File: src/rtl/bt_pkg.sv
// Shared width, word type and ALU opcode encodings for the bt datapath slices.
package bt_pkg;

  localparam int BT_WIDTH = 64;

  typedef logic [BT_WIDTH-1:0] bt_word_t;

  // Opcodes decoded by the ALU result mux that sits above this slice.
  localparam logic [2:0] PASS_B = 3'b000;
  localparam logic [2:0] ADD    = 3'b001;
  localparam logic [2:0] SUB    = 3'b010;
  localparam logic [2:0] AND    = 3'b011;
  localparam logic [2:0] OR     = 3'b100;
  localparam logic [2:0] XOR    = 3'b101;

endpackage

File: src/rtl/bt_full_adder_bit.sv
// One-bit full adder cell used to build the ripple-carry chain.
// Purely combinational; no latency, no flow control.
module bt_full_adder_bit (
  input  logic a,
  input  logic b,
  input  logic cin,
  output logic s,
  output logic cout
);

  logic p;

  assign p    = a ^ b;
  assign s    = p ^ cin;
  assign cout = (a & b) | (cin & p);

endmodule

File: src/rtl/bt_64_add_logic_unit.sv
// Registered add/sub + AND/OR slice (xor_result added when BT_XOR_OUT_EN is defined).
// Latency 1 cycle; no backpressure, accepts in_valid every cycle.
module bt_64_add_logic_unit
  import bt_pkg::*;
#(
  parameter int WIDTH = BT_WIDTH
) (
  input  logic             clk,
  input  logic             reset,
  input  logic             in_valid,
  input  logic [WIDTH-1:0] a,
  input  logic [WIDTH-1:0] b,
  input  logic             sub,
  output logic             out_valid,
  output logic [WIDTH-1:0] sum,
  output logic             cout,
  output logic             overflow,
  output logic [WIDTH-1:0] and_result,
  output logic [WIDTH-1:0] or_result
`ifdef BT_XOR_OUT_EN
  ,
  output logic [WIDTH-1:0] xor_result
`endif
);

  logic [WIDTH-1:0] b_eff;
  logic [WIDTH-1:0] sum_comb;
  logic [WIDTH:0]   c;

  // Subtraction is A + ~B + 1, with the +1 entering as carry-in.
  assign b_eff = sub ? ~b : b;
  assign c[0]  = sub;

  for (genvar i = 0; i < WIDTH; i++) begin : g_ripple
    bt_full_adder_bit u_fa (
      .a    (a[i]),
      .b    (b_eff[i]),
      .cin  (c[i]),
      .s    (sum_comb[i]),
      .cout (c[i+1])
    );
  end

  always_ff @(posedge clk) begin
    if (reset) begin
      out_valid  <= 1'b0;
      sum        <= '0;
      cout       <= 1'b0;
      overflow   <= 1'b0;
      and_result <= '0;
      or_result  <= '0;
`ifdef BT_XOR_OUT_EN
      xor_result <= '0;
`endif
    end else begin
      out_valid <= in_valid;
      if (in_valid) begin
        sum        <= sum_comb;
        cout       <= c[WIDTH];
        overflow   <= c[WIDTH] ^ c[WIDTH-1];
        and_result <= a & b;
        or_result  <= a | b;
`ifdef BT_XOR_OUT_EN
        xor_result <= a ^ b;
`endif
      end
    end
  end

endmodule

File: config.mk
export PLATFORM = sky130hd
export DESIGN_NAME = bt_64_add_logic_unit
export DESIGN_NICKNAME = d
export VERILOG_FILES = /design/src/rtl/bt_pkg.sv /design/src/rtl/bt_full_adder_bit.sv /design/src/rtl/bt_64_add_logic_unit.sv
export SDC_FILE = /design/constraint.sdc
export NUM_CORES = 1
export LEC_CHECK = 0
export BUFFER_PORTS_ARGS = -buffer_cell sky130_fd_sc_hd__buf_2
export CORE_MARGIN = 2
export CORE_UTILIZATION = 50
export DETAILED_ROUTE_END_ITERATION = 12
export PLACE_DENSITY = 0.8
export SLEW_MARGIN = 15
export SYNTH_ARGS = -nofsm -noshare
export SYNTH_HDL_FRONTEND = slang
export SYNTH_SLANG_ARGS = --single-unit
export TNS_END_PERCENT = 100
File: constraint.sdc
create_clock -name clk -period 37.5 [get_ports clk]
set_input_delay 3.75 -clock clk [delete_from_list [all_inputs] [get_ports clk]]
set_output_delay 3.75 -clock clk [all_outputs]
set_load 0.01 [all_outputs]
==> results.toml <==
[run_status]
outcome = "completed"

[sta]
fin_crit_ps = 31450
finalSetupTns_ps = 0
drv_slew = 0
tightest_slew_ps = 1010
setup_viol_count_final = 0
rsz0062_at_grt = "no"
finalHoldViolations = 0
slew_headroom = 0.324
fin_skew_ps = 0
min_period_over_period = 0.839
fmax_ghz = 0.0318

[floorplanning]
dieArea_um2 = 19500
start_util = 0.510
core_area_um2 = 18000
rows = 49
die_w_um = 140
io_pins = 327
die_h_um = 140

[synth]
syn_nets = 1174
synthTopCellsByCount = "195 x dfxtp_1, 193 x nor2_1, 125 x a211oi_1"
synth_cells = 977
syn-cell-area_um2 = 9190
ys_async_sr_fraction = 0
synth_largest_area_cell = "dfxtp_1"
synth_flop_cell = "dfxtp_1"
synth_area_leaders = "dfxtp_1 42%, fa_1 14%, a211oi_1 10%, nor2_1 7.9%, xnor2_1 5.9%"
post-synth-top-count-cell = "dfxtp_1"
synth_edf_count = 0
syn_area_per_cell_um2 = 9.40
ys_seq_area_frac = 0.425
ys_types = 19
ys_ff_latch = 195
yosysWarnings = 0
synth_top_area_frac = 0.425

[power]
p_int_uw = 359
switching_share = 0.290
powerDensity_nw_per_um2 = 44.9
combPwrFrac = 0.208
irDropWorstVdd_uv = 29.1
p_sw_uw = 147
p_seq_frac = 0.458
pwr-share-clk = 0.334
total_leakage_power_uw = 0.00511

[route]
first_pass_iters = 5
viasPerCell = 5.14
via_count = 7680
post-route-drc-count = 0
drt_iter0_markers = 311
wl_per_cell_um = 15.0
routed_wl_mm = 22.4
ant_nets = 0

[placement]
place_area_um2 = 10700
gp_congestion = 0.860
numPortBuffers = 326
dpl.hpwl_mm = 16.4

[clocking]
cts-root-buf = "clkbuf_16"
htree_levels = 4
ctsResizeCount = 0
cts_hold_buffers = 0
clk_latency_ps = 410
cts.sinks = 195
cts_tree = "built"
postCtsSetupRepairBufs = 0
cts_buffer_depth = 2
numCtsBuffers = 17
clkTransAtPathRegs_ps = 70

[final_layout]
area_growth_pct = 22.7
design_area_um2 = 11300
diodes = 0
fill_cells = 1565
nNetsFinal = 1452
layout-drive-gt1-share = 0.284

[global_routing]
grt_pass1_wl_mm = 36.9
grt_overflow_total = 0
grt_antenna_before_repair = 0
grt_pass1_vias = 7366
grt_max_degree = 182
grt_usage = 0.230

[worst_setup_path]
worst-endpoint-required_ps = 37760
crit_path_end_kind = "flip-flop"
worstPathArrival_ps = 31710
cpMostUsedCell = "fa_1"
startpoint = "sub"
slowest_delay_ps = 480
cpMaxStageDelayCell = "fa_1"
criticalPathCategory = "in -> reg"
cp_max_fo = 31
rr_worst_depth = 2
reg2reg_slack_ps = 36710
r2r_end = "or_result[19]"
reg2reg_from = "or_result[19]"
cp-start-kind = "primary input"

[min_path]
hold_depth = 2
hp-class = "reg -> reg"
hp-start = "and_result[12]"
holdPathEnd = "and_result[12]"

[run]
drv_cap = 0
[state kept, by name, indices dropped and copies added (netlist names)]
register / cells
and_result: 64
sum: 64
cout: 1
overflow: 1
out_valid: 1
or_result: 64
[metrics by stage]
stage | total power, uW | hold slack [ps] | cells | worst slack (ps) | utilization
floorplan | 302 | 489 | 977 | 6580 | -
global placement | 339 | 451 | 1465 | 5710 | 0.596
detailed placement | 343 | 454 | 1465 | 5420 | 0.596
CTS | 511 | 466 | 1495 | 5750 | 0.626
global route | 534 | 491 | 1495 | 5010 | 0.626
finish | 506 | 463 | 1495 | 6050 | 0.626
[worst max path at each step]
stage / slack [ps] / to / cells after the start
after global routing: 5010 / sum[63] / 70
after floorplan: 6580 / sum[63] / 71
after global placement: 5710 / sum[63] / 70
after detailed placement: 5420 / sum[63] / 70
after CTS: 5750 / sum[63] / 70
final: 6050 / sum[63] / 70
[worst max-delay path, delay by kind of cell]
kind	cells	cell delay, ps
adders and majority gates	63	26860
buffers and inverters	4	640
muxes	2	340
and+or+nand+nor	1	50
[final cells by class]
type	count	area (um^2)	share of cell area
clock buffer	20	467	0.0414
clock inverter	10	75.1	0.00666
inverter	66	248	0.0220
multi-input combinational	645	4620	0.409
sequential	195	3900	0.346
tap	229	287	0.0254
timing repair buffer	330	1680	0.149
[power by group through the flow]
stage                     logic, uW  clock network, uW  registers [uW]
final                           105                169             232
after global routing            119                181             234
after CTS                       107                172             232
after detailed placement        107                  0             236
after global placement          104                  0             235
after floorplan                58.3                  0             244
[cell families after synthesis]
family / count (synthesis) / share of synthesized area
buf+inv: 137 / 0.0726
mux: 6 / 0.00654
compound gates: 189 / 0.137
fa+ha+maj: 65 / 0.140
xor+xnor: 64 / 0.0610
simple gates: 321 / 0.158
flops: 195 / 0.425
[per-layer routing]
metal | vias up | GRT usage | wire, um
met1 | 3581 | 0.287 | 9210
li1 | 3792 | - | -
met2 | 261 | 0.387 | 11000
met4 | 0 | 0.0800 | 671
met3 | 46 | 0.0637 | 1540
met5 | - | 0 | 0
[placed cells by master, fill, tap and decap left out, types with 17 or more instances in the layout]
cell type    n
buf_2      323
dfxtp_1    195
nor2_1     193
a211oi_1   125
inv_1       66
nand2b_1    63
nand3_1     63
a21oi_1     63
fa_1        63
xnor2_1     62
clkbuf_16   17
Note: power is estimated with default switching activity, not from simulation.
